==> config.mk <==
export PLATFORM = sky130hd
export DESIGN_NAME = curl_pow_driver_flat
export DESIGN_NICKNAME = d
export VERILOG_FILES = /design/src/rtl/curl_pow_driver_if.sv /design/src/rtl/curl_pow_driver.sv /design/src/flat_wrapper.sv
export SDC_FILE = /design/constraint.sdc
export NUM_CORES = 1
export LEC_CHECK = 0
export CORE_ASPECT_RATIO = 0.5
export CORE_MARGIN = 2
export CORE_UTILIZATION = 60
export DETAILED_ROUTE_END_ITERATION = 6
export DONT_BUFFER_PORTS = 1
export GPL_TIMING_DRIVEN = 0
export PLACE_DENSITY = 0.74
export SYNTH_ARGS = -nofsm -noshare
export SYNTH_HDL_FRONTEND = slang
export SYNTH_SLANG_ARGS = --single-unit
==> constraint.sdc <==
create_clock -name i_clk -period 5.2 [get_ports i_clk]
set_input_delay 0.52 -clock i_clk [delete_from_list [all_inputs] [get_ports i_clk]]
set_output_delay 0.52 -clock i_clk [all_outputs]
set_load 0.01 [all_outputs]
==> src/rtl/curl_pow_driver_if.sv <==
// Host-side bus bundle for curl_pow_driver.
// Carries the job control inputs, the input word stream, the nonce output
// stream, the job status outputs and the Curl PoW core word interface.
// master : driver view (drives o_*, samples i_*)
// slave  : environment view (drives i_*, samples o_*)
interface curl_pow_driver_if #(
    parameter int unsigned DATA_WIDTH    = 54,
    parameter int unsigned ADDR_WIDTH    = 4,
    parameter int unsigned BLK_CNT_WIDTH = 16
);
    // job control
    logic                     i_start;
    logic [BLK_CNT_WIDTH-1:0] i_num_blocks;
    logic [5:0]               i_mwm;
    // input word stream
    logic                     i_in_valid;
    logic [DATA_WIDTH-1:0]    i_in_data;
    logic                     o_in_ready;
    // nonce output stream
    logic                     o_out_valid;
    logic [DATA_WIDTH-1:0]    o_out_data;
    logic                     o_out_last;
    logic                     i_out_ready;
    // status
    logic                     o_busy;
    logic                     o_done;
    logic [31:0]              o_attempts;
    // core word interface
    logic                     o_core_we;
    logic [ADDR_WIDTH-1:0]    o_core_addr;
    logic [DATA_WIDTH-1:0]    o_core_data;
    logic                     o_core_transform;
    logic                     o_core_pow;
    logic [31:0]              o_core_mwm_mask;
    logic                     i_core_transforming;
    logic                     i_core_pow_hash_finish;
    logic                     i_core_pow_finish;
    logic [DATA_WIDTH-1:0]    i_core_data;

    modport master (
        input  i_start, i_num_blocks, i_mwm, i_in_valid, i_in_data, i_out_ready,
               i_core_transforming, i_core_pow_hash_finish, i_core_pow_finish, i_core_data,
        output o_in_ready, o_out_valid, o_out_data, o_out_last, o_busy, o_done, o_attempts,
               o_core_we, o_core_addr, o_core_data, o_core_transform, o_core_pow, o_core_mwm_mask
    );

    modport slave (
        output i_start, i_num_blocks, i_mwm, i_in_valid, i_in_data, i_out_ready,
               i_core_transforming, i_core_pow_hash_finish, i_core_pow_finish, i_core_data,
        input  o_in_ready, o_out_valid, o_out_data, o_out_last, o_busy, o_done, o_attempts,
               o_core_we, o_core_addr, o_core_data, o_core_transform, o_core_pow, o_core_mwm_mask
    );
endinterface

==> src/rtl/curl_pow_driver.sv <==
// Curl PoW job sequencer.
// Streams 9-word blocks of a job into the core, kicks a transform after every
// block but the last, kicks PoW after the last block, counts hash attempts and
// returns the 3 nonce words on an output stream.
// Ports:
//   i_clk  : clock
//   i_arst : asynchronous reset, active-high (abandons any job in flight)
//   bus    : curl_pow_driver_if.master (job control, in/out streams, status,
//            core word interface)
module curl_pow_driver #(
    parameter int unsigned DATA_WIDTH    = 54,
    parameter int unsigned BLOCK_WORDS   = 9,
    parameter int unsigned NONCE_WORDS   = 3,
    parameter int unsigned ADDR_WIDTH    = 4,
    parameter int unsigned BLK_CNT_WIDTH = 16
) (
    input  logic i_clk,
    input  logic i_arst,
    curl_pow_driver_if.master bus
);

    localparam int unsigned RD_W = $clog2(NONCE_WORDS + 1);
    localparam logic [ADDR_WIDTH-1:0] LAST_WORD  = ADDR_WIDTH'(BLOCK_WORDS - 1);
    localparam logic [RD_W-1:0]       NONCE_CNT  = RD_W'(NONCE_WORDS);
    localparam logic [RD_W-1:0]       LAST_NONCE = RD_W'(NONCE_WORDS - 1);

    typedef enum logic [3:0] {
        S_IDLE,
        S_LOAD,
        S_TF_KICK,
        S_TF_GUARD,
        S_TF_WAIT,
        S_POW_KICK,
        S_POW_WAIT,
        S_READ,
        S_DONE
    } state_e;

    state_e                   state_q;
    logic [BLK_CNT_WIDTH-1:0] blocks_left_q;
    logic [ADDR_WIDTH-1:0]    word_cnt_q;
    logic [RD_W-1:0]          rd_idx_q;
    logic [31:0]              attempts_q;
    logic [31:0]              mask_q;
    logic [DATA_WIDTH-1:0]    out_data_q;
    logic                     out_valid_q;
    logic                     out_last_q;

    logic [5:0]               mwm_d;
    logic [31:0]              mask_d;
    logic                     in_fire;
    logic                     out_fire;
    logic                     fetch;

    // Mask is fixed for the whole job, so it is computed once at start.
    assign mwm_d  = (bus.i_mwm > 6'd32) ? 6'd32 : bus.i_mwm;
    assign mask_d = ~(32'hFFFF_FFFF >> mwm_d);

    assign in_fire  = (state_q == S_LOAD) && bus.i_in_valid;
    assign out_fire = out_valid_q && bus.i_out_ready;
    // rd_idx_q addresses the next word to fetch; a word is fetched when the
    // output register is empty or being emptied this cycle, which lets
    // consecutive nonce words stream back-to-back.
    assign fetch    = (state_q == S_READ) && (rd_idx_q < NONCE_CNT) &&
                      (!out_valid_q || bus.i_out_ready);

    always_comb begin
        bus.o_core_we   = 1'b0;
        bus.o_core_addr = '0;
        bus.o_core_data = '0;
        if (state_q == S_LOAD) begin
            bus.o_core_we   = in_fire;
            bus.o_core_addr = word_cnt_q;
            bus.o_core_data = bus.i_in_data;
        end else if (state_q == S_READ) begin
            bus.o_core_addr = ADDR_WIDTH'(rd_idx_q);
        end
    end

    assign bus.o_in_ready       = (state_q == S_LOAD);
    assign bus.o_core_transform = (state_q == S_TF_KICK);
    assign bus.o_core_pow       = (state_q == S_POW_KICK);
    assign bus.o_busy           = (state_q != S_IDLE) && (state_q != S_DONE);
    assign bus.o_done           = (state_q == S_DONE);
    assign bus.o_attempts       = attempts_q;
    assign bus.o_core_mwm_mask  = mask_q;
    assign bus.o_out_valid      = out_valid_q;
    assign bus.o_out_data       = out_data_q;
    assign bus.o_out_last       = out_last_q;

    always_ff @(posedge i_clk or posedge i_arst) begin
        if (i_arst) begin
            state_q       <= S_IDLE;
            blocks_left_q <= '0;
            word_cnt_q    <= '0;
            rd_idx_q      <= '0;
            attempts_q    <= '0;
            mask_q        <= '0;
            out_data_q    <= '0;
            out_valid_q   <= 1'b0;
            out_last_q    <= 1'b0;
        end else begin
            case (state_q)
                S_IDLE: begin
                    if (bus.i_start) begin
                        blocks_left_q <= (bus.i_num_blocks == '0) ? BLK_CNT_WIDTH'(1)
                                                                  : bus.i_num_blocks;
                        mask_q        <= mask_d;
                        attempts_q    <= '0;
                        word_cnt_q    <= '0;
                        rd_idx_q      <= '0;
                        state_q       <= S_LOAD;
                    end
                end
                S_LOAD: begin
                    if (in_fire) begin
                        if (word_cnt_q == LAST_WORD) begin
                            word_cnt_q <= '0;
                            state_q    <= (blocks_left_q > BLK_CNT_WIDTH'(1)) ? S_TF_KICK
                                                                              : S_POW_KICK;
                        end else begin
                            word_cnt_q <= word_cnt_q + ADDR_WIDTH'(1);
                        end
                    end
                end
                S_TF_KICK: begin
                    blocks_left_q <= blocks_left_q - BLK_CNT_WIDTH'(1);
                    state_q       <= S_TF_GUARD;
                end
                // One idle cycle so the core's registered busy flag is visible.
                S_TF_GUARD: state_q <= S_TF_WAIT;
                S_TF_WAIT: begin
                    if (!bus.i_core_transforming) state_q <= S_LOAD;
                end
                S_POW_KICK: state_q <= S_POW_WAIT;
                S_POW_WAIT: begin
                    if (bus.i_core_pow_hash_finish && (attempts_q != '1)) begin
                        attempts_q <= attempts_q + 32'd1;
                    end
                    if (bus.i_core_pow_finish) begin
                        rd_idx_q <= '0;
                        state_q  <= S_READ;
                    end
                end
                S_READ: begin
                    if (fetch) begin
                        out_data_q  <= bus.i_core_data;
                        out_valid_q <= 1'b1;
                        out_last_q  <= (rd_idx_q == LAST_NONCE);
                        rd_idx_q    <= rd_idx_q + RD_W'(1);
                    end else if (out_fire && out_last_q) begin
                        out_valid_q <= 1'b0;
                        out_last_q  <= 1'b0;
                        state_q     <= S_DONE;
                    end
                end
                S_DONE:  state_q <= S_IDLE;
                default: state_q <= S_IDLE;
            endcase
        end
    end

endmodule

==> src/flat_wrapper.sv <==
// flat-port wrapper written by rule: the top's interface ports become plain ports
module curl_pow_driver_flat 
#(
    parameter int unsigned DATA_WIDTH    = 54,
    parameter int unsigned BLOCK_WORDS   = 9,
    parameter int unsigned NONCE_WORDS   = 3,
    parameter int unsigned ADDR_WIDTH    = 4,
    parameter int unsigned BLK_CNT_WIDTH = 16
)
  (i_clk, i_arst, bus_i_start, bus_i_num_blocks, bus_i_mwm, bus_i_in_valid, bus_i_in_data, bus_i_out_ready, bus_i_core_transforming, bus_i_core_pow_hash_finish, bus_i_core_pow_finish, bus_i_core_data, bus_o_in_ready, bus_o_out_valid, bus_o_out_data, bus_o_out_last, bus_o_busy, bus_o_done, bus_o_attempts, bus_o_core_we, bus_o_core_addr, bus_o_core_data, bus_o_core_transform, bus_o_core_pow, bus_o_core_mwm_mask);
  curl_pow_driver_if #(.DATA_WIDTH(DATA_WIDTH), .ADDR_WIDTH(ADDR_WIDTH), .BLK_CNT_WIDTH(BLK_CNT_WIDTH)) bus_i ();
  input  logic i_clk;
  input  logic i_arst;
  input wire logic [$bits(bus_i.i_start)-1:0] bus_i_start;
  input wire logic [$bits(bus_i.i_num_blocks)-1:0] bus_i_num_blocks;
  input wire logic [$bits(bus_i.i_mwm)-1:0] bus_i_mwm;
  input wire logic [$bits(bus_i.i_in_valid)-1:0] bus_i_in_valid;
  input wire logic [$bits(bus_i.i_in_data)-1:0] bus_i_in_data;
  input wire logic [$bits(bus_i.i_out_ready)-1:0] bus_i_out_ready;
  input wire logic [$bits(bus_i.i_core_transforming)-1:0] bus_i_core_transforming;
  input wire logic [$bits(bus_i.i_core_pow_hash_finish)-1:0] bus_i_core_pow_hash_finish;
  input wire logic [$bits(bus_i.i_core_pow_finish)-1:0] bus_i_core_pow_finish;
  input wire logic [$bits(bus_i.i_core_data)-1:0] bus_i_core_data;
  output wire logic [$bits(bus_i.o_in_ready)-1:0] bus_o_in_ready;
  output wire logic [$bits(bus_i.o_out_valid)-1:0] bus_o_out_valid;
  output wire logic [$bits(bus_i.o_out_data)-1:0] bus_o_out_data;
  output wire logic [$bits(bus_i.o_out_last)-1:0] bus_o_out_last;
  output wire logic [$bits(bus_i.o_busy)-1:0] bus_o_busy;
  output wire logic [$bits(bus_i.o_done)-1:0] bus_o_done;
  output wire logic [$bits(bus_i.o_attempts)-1:0] bus_o_attempts;
  output wire logic [$bits(bus_i.o_core_we)-1:0] bus_o_core_we;
  output wire logic [$bits(bus_i.o_core_addr)-1:0] bus_o_core_addr;
  output wire logic [$bits(bus_i.o_core_data)-1:0] bus_o_core_data;
  output wire logic [$bits(bus_i.o_core_transform)-1:0] bus_o_core_transform;
  output wire logic [$bits(bus_i.o_core_pow)-1:0] bus_o_core_pow;
  output wire logic [$bits(bus_i.o_core_mwm_mask)-1:0] bus_o_core_mwm_mask;
  assign bus_i.i_start = bus_i_start;
  assign bus_i.i_num_blocks = bus_i_num_blocks;
  assign bus_i.i_mwm = bus_i_mwm;
  assign bus_i.i_in_valid = bus_i_in_valid;
  assign bus_i.i_in_data = bus_i_in_data;
  assign bus_i.i_out_ready = bus_i_out_ready;
  assign bus_i.i_core_transforming = bus_i_core_transforming;
  assign bus_i.i_core_pow_hash_finish = bus_i_core_pow_hash_finish;
  assign bus_i.i_core_pow_finish = bus_i_core_pow_finish;
  assign bus_i.i_core_data = bus_i_core_data;
  assign bus_o_in_ready = bus_i.o_in_ready;
  assign bus_o_out_valid = bus_i.o_out_valid;
  assign bus_o_out_data = bus_i.o_out_data;
  assign bus_o_out_last = bus_i.o_out_last;
  assign bus_o_busy = bus_i.o_busy;
  assign bus_o_done = bus_i.o_done;
  assign bus_o_attempts = bus_i.o_attempts;
  assign bus_o_core_we = bus_i.o_core_we;
  assign bus_o_core_addr = bus_i.o_core_addr;
  assign bus_o_core_data = bus_i.o_core_data;
  assign bus_o_core_transform = bus_i.o_core_transform;
  assign bus_o_core_pow = bus_i.o_core_pow;
  assign bus_o_core_mwm_mask = bus_i.o_core_mwm_mask;
  curl_pow_driver #(.DATA_WIDTH(DATA_WIDTH), .BLOCK_WORDS(BLOCK_WORDS), .NONCE_WORDS(NONCE_WORDS), .ADDR_WIDTH(ADDR_WIDTH), .BLK_CNT_WIDTH(BLK_CNT_WIDTH)) u_core (.i_clk(i_clk), .i_arst(i_arst), .bus(bus_i));
endmodule
# Word level (Yosys, flattened, before mapping)
# Cells that the tools add are included.
dict set report op_classes {
  shift 1
  mul 0
  reduce_logical 25
  order_cmp 3
  n_addsub 4
  n_mux 31
  div_mod_pow 0
  n_eq_ne 21
  n_bitwise 1
}
# operator n
set op_table {}
lappend op_table {{32-bit two-way mux} 2}
lappend op_table {{32-bit one-hot mux with 2 select lines} 1}
lappend op_table {{54-bit two-way mux} 1}
lappend op_table {{4-bit two-way mux} 11}
lappend op_table {{32-bit by 1-bit adder with 32-bit output (second input constant)} 1}
lappend op_table {{16-bit two-way mux} 2}
lappend op_table {{32-bit inequality test (second input constant)} 1}
lappend op_table {{32-bit inverter} 1}
lappend op_table {{16-bit one-hot mux with 2 select lines} 1}
lappend op_table {{4-bit one-hot mux with 8 select lines} 1}
lappend op_table {{32-bit by 6-bit >> shifter with 32-bit output (first input constant)} 1}
lappend op_table {{4-bit by 3-bit == test with 1-bit output (second input constant)} 4}
lappend op_table {{16-bit by 1-bit greater-than comparator with 1-bit output (second input constant)} 1}
lappend op_table {{16-bit logical NOT} 1}
lappend op_table {{16-bit by 1-bit subtractor with 16-bit output (second input constant)} 1}
lappend op_table {{2-bit inequality test (second input constant)} 5}
lappend op_table {{4-bit by 2-bit == test with 1-bit output (second input constant)} 2}
lappend op_table {{4-bit == test (second input constant)} 2}
lappend op_table {{2-bit two-way mux} 4}
lappend op_table {{2-bit by 1-bit inequality test with 1-bit output (second input constant)} 4}
lappend op_table {{4-bit one-hot mux with 2 select lines} 1}
lappend op_table {{2-bit AND reduction} 4}
lappend op_table {{2-bit nonzero test} 4}
lappend op_table {{1-bit logical AND} 7}
lappend op_table {{19 further kinds} 23}
dict set report word_totals {
  register_bits 146
  latch_bits 0
  elab_cells 95
  memories 0
  out_inout_bits 184
  ramBits 0
  rom_bits 0
}

# Logic depth before layout (Yosys ltp)
# Gate-level depths: netlist (run 1).
dict set report depth {
  depth_word 5
  depth_mapped 8
  depth_no_buf 7
}

# Worst setup path after synthesis (run 1)
# Ideal clock, no wire load.
dict set report synth_path {
  kind {in2reg}
  start {input port bus_i_start}
  end {register u_core.attempts_q[7] (netlist: u_core.bus.o_attempts[7])}
  required_time_ns 5.124
  arrival_ns 2.080
  stages 6
  path_buffers 1
  setup_ns 0.076
  path_slack_ns 3.044
  path_cell_list {or3b_1 o2111a_1 a31o_2 clkbuf_1 or4_1 o21ai_1}
}
dict set report synth_between {
  elab_chain_cells 2
}
# element line_no
set synth_rtl {}
lappend synth_rtl {{from (decl)} flat_wrapper.sv:14} ;# input wire logic [$bits(bus_i.i_start)-1:0] bus_i_start;
lappend synth_rtl {{2-bit inequality test (no line)} n/a}
lappend synth_rtl {{3-bit AND reduction (no line)} n/a}
lappend synth_rtl {{to (signal assigned)} curl_pow_driver.sv:138} ;# attempts_q <= attempts_q + 32'd1;
lappend synth_rtl {{to (decl)} curl_pow_driver.sv:43} ;# logic [31:0] attempts_q;
# No other way between the ends.
# A chain may end at the register's enable or synchronous reset.

# Final worst setup path (run 1)
dict set report layout_path {
  start {register u_core.state_q[0]}
  end {output port bus_o_core_data[37]}
}
dict set report layout_between {
  elab_chain_cells 2
}
# element line_no
set layout_rtl {}
lappend layout_rtl {{from (decl)} curl_pow_driver.sv:39} ;# state_e state_q;
lappend layout_rtl {{from (signal assigned)} curl_pow_driver.sv:119} ;# state_q <= (blocks_left_q > BLK_CNT_WIDTH'(1)) ? S_TF_KICK
lappend layout_rtl {{4-bit by 1-bit == test with 1-bit output} curl_pow_driver.sv:71} ;# if (state_q == S_LOAD) begin
lappend layout_rtl {{54-bit two-way mux} curl_pow_driver.sv:71}
lappend layout_rtl {{to (decl)} flat_wrapper.sv:33} ;# output wire logic [$bits(bus_i.o_core_data)-1:0] bus_o_core_data;
# No other way between the ends.

==> results of run 1 <==
-- power groups by stage --
stage                     combinational, mW  clock (mW)  sequential (mW)
after CTS                              1.25        1.24             2.12
after detailed placement               1.24           0             2.13
after global placement                 1.19           0             2.11
final                                  1.25        1.23             2.11
after floorplan                       0.986           0             1.99
after global routing                   1.39        1.29             2.16
-- per-stage QoR --
step | utilization [%] | TNS, ns | area, sq um
after floorplan | - | 0 | 7302
after global placement | 63.41 | -108.02 | 7508
after detailed placement | 63.68 | 0 | 7541
after CTS | 68.71 | 0 | 8137
after global routing | 68.86 | 0 | 8154
final | 68.88 | 0 | 8157
-- layer usage --
metal | wire [um] | part of all wire, %
met5 | 0 | 0
met2 | 10410 | 50
met1 | 8368 | 40
met4 | 417 | 2.0
met3 | 1736 | 8.3
-- Yosys cell counts (all sizes together), types with 3 or more instances --
cell type,n
o211ai,8
a31oi,11
o311ai,3
o21ai,39
dfrtp,146
nor2,42
nand4b,4
and4,9
and3b,3
nor3b,3
or3,15
nor4,10
or4,17
and2,62
a22oi,4
clkbuf,37
o22a,3
a21oi,30
xor2,3
nor3,15
nand3b,4
nand4,12
nor2b,6
mux2,54
inv,12
nand2,63
o31ai,16
a211oi,5
ha,7
or2,4
and3,8
o2111ai,3
a22o,4
buf,8
a21o,7
nand3,22
-- cell type report --
class                      count  area [sq um]  area share (%)
clock inverter                13         142.6           1.749
antenna                        8         20.02          0.2454
multi-input combinational    519          3423           41.97
timing repair buffer           1         27.53          0.3375
clock buffer                  19         452.9           5.553
buffer                        45         180.2           2.209
inverter                      12         50.05          0.6136
tap                          165         206.4           2.531
sequential                   146          3654           44.79
-- sequential cells by signal (all words and copies together), names as in the netlist --
name                        count
u_core.rd_idx_q                 2
u_core.blocks_left_q           16
u_core.word_cnt_q               4
u_core.bus.o_out_data          54
u_core.state_q                  4
u_core.bus.o_out_last           1
u_core.bus.o_attempts          32
u_core.bus.o_out_valid          1
u_core.bus.o_core_mwm_mask     32
-- logic make-up (layout without fill, tap and decap cells) --
group | count (synthesis) | count (layout) | share of synthesized area, %
and+or+nand+nor | 303 | 303 | 23.27
xor gates and xnor gates | 5 | 5 | 0.5998
DFF | 146 | 146 | 50.03
AOI/OAI and AO/OA | 148 | 148 | 13.21
buffers and inverters | 57 | 90 | 3.084
muxes | 56 | 56 | 8.602
other | 0 | 8 | 0
adders and majority gates | 7 | 7 | 1.199
-- worst min path at each step --
stage | slack, ns | from | endpoint | cells after the start
floorplan | 0.48 | u_core.blocks_left_q[5] | u_core.blocks_left_q[5] | 1
global placement | 0.50 | u_core.blocks_left_q[5] | u_core.blocks_left_q[5] | 1
detailed placement | 0.53 | u_core.rd_idx_q[0] | u_core.rd_idx_q[0] | 1
CTS | 0.12 | i_arst | u_core.bus.o_attempts[23] | 1
global route | 0.16 | i_arst | u_core.bus.o_out_data[12] | 1
finish | 0.1 | i_arst | u_core.bus.o_attempts[23] | 1
==> reports/summary.txt, run 1 <==
CP startpoint -> u_core.state_q[0]
# IOs -> 322
Starting Density -> 61.67%
Num Clock Sinks -> 146
Post-Route WL -> 20930 um
PD cells -> 562.2 nW/um^2
Fillers -> 937
TritonCTS buffer count -> 17
Hold buffers post-CTS -> 0
Sw Pwr -> 1.809 mW
Place WS -> 2.323 ns
Pins Over Slew Limit -> 0
Combinational fraction of design power -> 27.2%
Final Setup Violations -> 0
Met2 usage in global routing -> 51.73%
Max Clock Freq -> 348.1 MHz
Initial DRC Count -> 405
Hold WS -> 0.09753 ns
Post-Layout Cell Count -> 928
Pre-antenna DRT Iters -> 5
Final nets -> 887
Crit path kind -> flip-flop to primary output
Syn avg cell area -> 10.11 sq um
H-tree levels -> 4
Antenna violations before repair -> 8
GRT overflow -> 0
DIE HEIGHT -> 82.01 um
Area Overhead vs Synth -> 11.70%
Fin crit share -> 55.24%
Sequential power share -> 46.1%
Worst Path Max Fanout -> 10
WL/cell -> 22.56 um
CP endpoint -> bus_o_core_data[37]
# placed instances -> 888
Die area -> 13120 sq um
Minimum clock period -> 2.872 ns
Slew HR -> 46.12%
Worst Path Buf+Inv -> 4
WP depth -> 6
Reg-to-reg setup timing slack -> 2.34 ns
Dominant cell type by area after synthesis -> dfrtp_1
Tot GR Track Use -> 31.13%
Sw Ratio -> 39.46%
Worst setup EP type -> primary output
PnR worst setup slack -> 2.328 ns
Post-synth top area share -> 50.03%
Cells after synthesis -> 722
Max_cap viols -> 0
Slowest stage cell, crit path -> dfrtp_1
GRT busiest layer -> met2
RSZ-0062 raised after global routing -> false
M1 GR Usage -> 37.62%
Layout cells sized above 1 -> 9.272%
Placer Congestion -> 0.9292
Sequential share of the synthesized area -> 50.03%
Clock edge transition at the registers on the reported setup and hold paths -> 0.07 ns
Clk_lat worst skew -> 0.42 ns
Crit path DAT -> 2.35 ns
CTS tree -> yes
Post-cts sizing count -> 0
M3 GR Usage -> 10.15%
Routed Antenna Nets -> 0
Hpwl dp -> 15750 um
Clk pwr share -> 26.8%
Vias in the first global route -> 5517
Via density -> 6.456
Max stage delay on crit path -> 0.38 ns
Largest net degree at the start of global routing -> 85
Synth top area cells -> dfrtp_1 50%, mux2_1 5.9%, and2_1 5.3%, nand2_1 3.2%, o21ai_0 2.5%
Cell Chain, Critical Path -> clkbuf_1 -> nand3b_1 -> inv_2 -> clkbuf_1 -> clkbuf_1 -> and2_1
Setup Buffers After CTS -> 0
CP Launch Type -> flip-flop
Number of input and output port buffers inserted -> 0
Worst hold path class -> input port to async pin
Worst-Margin Slew -> 0.8052 ns
Leakage power -> 3.345 nW
Most used cell, CP -> clkbuf_1
Status -> complete, no violations
Drc violations -> 0
Commonest non-fill, non-tap cells in the layout -> 146 x dfrtp_1, 63 x nand2_1, 62 x and2_1, 42 x nor2_1, 38 x mux2_1
Most used DFF post-synth -> dfrtp_1
Worst R2R End -> u_core.blocks_left_q[1]
# rows -> 28
CP required -> 4.68 ns
CTS Buffer Depth -> 2
Cell-internal power -> 2.776 mW
Worst reg-to-reg path cell count -> 5
Async SR Flop Fraction -> 100.0%
Synthesis warning total -> 0
First-pass GRT wire length -> 30960 um
Synth Cell Area -> 7302 sq um
Number of synthesized flops with an enable pin -> 0
Most common cell after layout, fill and taps aside -> dfrtp_1
Clock skew -> 0.01019 ns
Via count -> 5991
Core ar. -> 11840 sq um
Synth unique cells -> 68
Pwr Total -> 4.585 mW
#FFs+latches synth -> 146
Syn Nets -> 867
Die W -> 160.0 um
Fin. Hold Viols -> 0
Critical R2R Launch -> u_core.state_q[2]
Root Buffer -> clkbuf_16
CP delay by family, top -> buffers and inverters
Max VDD drop -> 0.2603 mV
(Power assumes the default switching activity.)
==> run 2: changes to the inputs <==
Clock period 5.2 ns to 2.8 ns, I/O delays scaled along.
==> run 2 against run 1 <==
Compared with the run above:
- the flow now finishes with violations (hold timing)
- cell count grew 4.3%
- clock skew grew 0.0079 ns
- first-iteration DRC count grew 12%
- worst hold slack lost 0.10 ns
- count of clock-buffer cells in the layout shrank 1
- wire length grew 6.6%
- power grew 89%
- critical path depth shrank 1
- largest power group unchanged
==> reports/summary.txt, run 2 (synthesis results as in run 1) <==
RSZ-0062 raised after global routing -> false
Hold path startpoint -> bus_i_core_data[18]
Clock edge transition at the registers on the reported setup and hold paths -> 0.06 ns
Slowest stage cell, crit path -> clkbuf_1
CP Launch Type -> flip-flop
Most common cell after layout, fill and taps aside -> dfrtp_1
Core ar. -> 11840 sq um
Leakage power -> 3.530 nW
CP startpoint -> u_core.state_q[2]
M1 GR Usage -> 40.62%
Max VDD drop -> 0.4770 mV
Tot GR Track Use -> 32.41%
Pins Over Slew Limit -> 0
Max stage delay on crit path -> 0.53 ns
Cell Chain, Critical Path -> or3b_1 -> nor2_2 -> clkbuf_1 -> clkbuf_1 -> o221ai_1
Crit path kind -> flip-flop to flip-flop
CTS tree -> yes
Minimum clock period -> 2.627 ns
# placed instances -> 890
GRT busiest layer -> met2
Root Buffer -> clkbuf_16
Die area -> 13120 sq um
WP depth -> 5
Fillers -> 841
Place WS -> 0.009211 ns
Routed Antenna Nets -> 0
Die W -> 160.0 um
Post-Layout Cell Count -> 968
Clk_lat worst skew -> 0.42 ns
PnR worst setup slack -> 0.1726 ns
GRT overflow -> 0
Number of input and output port buffers inserted -> 0
Worst reg-to-reg path cell count -> 5
Hpwl dp -> 15940 um
Num Clock Sinks -> 146
Max reg flops -> 54
Post-Route WL -> 22310 um
Met2 usage in global routing -> 55.93%
Starting Density -> 61.67%
Max Clock Freq -> 380.6 MHz
Antenna violations before repair -> 6
Final Setup Violations -> 0
Vias in the first global route -> 5779
Most used cell, CP -> clkbuf_1
CTS Buffer Depth -> 2
Commonest non-fill, non-tap cells in the layout -> 146 x dfrtp_1, 63 x nand2_1, 62 x and2_1, 41 x nor2_1, 40 x dlygate4sd3_1
Worst hold path class -> input port to flip-flop
TritonCTS buffer count -> 17
Crit path DAT -> 2.89 ns
Max_cap viols -> 0
Hold Path Stages -> 1
Critical R2R Launch -> u_core.state_q[2]
Layout cells sized above 1 -> 9.296%
# rows -> 28
Worst Path Max Fanout -> 10
Drc violations -> 0
Fin. Hold Viols -> 1
Placer Congestion -> 0.8831
Area Overhead vs Synth -> 17.65%
Final nets -> 928
H-tree levels -> 4
DIE HEIGHT -> 82.01 um
Via density -> 6.352
Clock skew -> 0.01810 ns
M3 GR Usage -> 7.980%
Via count -> 6149
Pre-antenna DRT Iters -> 6
Worst Path Buf+Inv -> 2
Slew HR -> 42.82%
Failing checks -> hold timing
First-pass GRT wire length -> 32290 um
Largest net degree at the start of global routing -> 42
CP required -> 3.06 ns
Status -> finished, violations left
Fin crit share -> 93.84%
CP delay by family, top -> buffers and inverters
Hold WS -> -0.002575 ns
Worst-Margin Slew -> 0.8560 ns
WL/cell -> 23.05 um
Initial DRC Count -> 455
# IOs -> 322
Worst setup EP type -> flip-flop
Setup Buffers After CTS -> 0
PD cells -> 1009 nW/um^2
run 2: timing repair:
item	in CTS	in global routing
gates resized for setup	1	2
endpoints found under the hold margin	64	10
hold buffers	30	10
setup endpoints to repair	2	10
run 2: report_power, final:
| part | total, mW | switching, mW | internal (mW) |
|---|---|---|---|
| combinational | 2.41 | 1.43 | 0.980 |
| sequential | 3.94 | 1.03 | 2.91 |
| clock | 2.31 | 1.02 | 1.29 |
run 2: stage by stage:
stage          total power, mW  TNS, ns  hold slack (ns)  instance area [sq um]  utilization (%)
2_1_floorplan            5.529        0           0.3957                   7306                -
3_3_place_gp             6.129   -10.30           0.4011                   7512            63.44
3_5_place_dp             6.295        0           0.3458                   7572            63.95
4_1_cts                  8.627        0        0.0006640                   8476            71.58
5_1_grt                  9.108        0         -0.01838                   8588            72.53
6_report                 8.664        0        -0.002575                   8591            72.55
run 2: area by class of cell:
| type | instances | area (sq um) | share of cell area [%] |
|---|---|---|---|
| sequential | 146 | 3654 | 42.53 |
| multi-input combinational | 519 | 3426 | 39.88 |
| timing repair buffer | 43 | 460.4 | 5.360 |
| clock buffer | 18 | 439.2 | 5.112 |
| tap | 165 | 206.4 | 2.403 |
| buffer | 44 | 177.7 | 2.068 |
| clock inverter | 14 | 161.4 | 1.879 |
| inverter | 12 | 48.80 | 0.5680 |
| antenna | 7 | 17.52 | 0.2039 |
run 2: path summary, 6_finish.rpt:
kind | endpoint | slack (ns)
setup reg to reg | u_core.blocks_left_q[1] | 0.17
max in group asynchronous | u_core.blocks_left_q[5] | 1.32
hold reg to reg | u_core.blocks_left_q[5] | 0.54
min in group asynchronous | u_core.bus.o_out_data[52] | 0.52
setup / recovery | u_core.blocks_left_q[1] | 0.17
hold / removal | u_core.bus.o_out_data[18] | -0.003
run 2: per-layer routing:
| metal | wire length [um] | part of all wire (%) |
|---|---|---|
| met5 | 0 | 0 |
| met2 | 11260 | 50 |
| met3 | 1614 | 7.2 |
| met1 | 8908 | 40 |
| met4 | 523 | 2.3 |
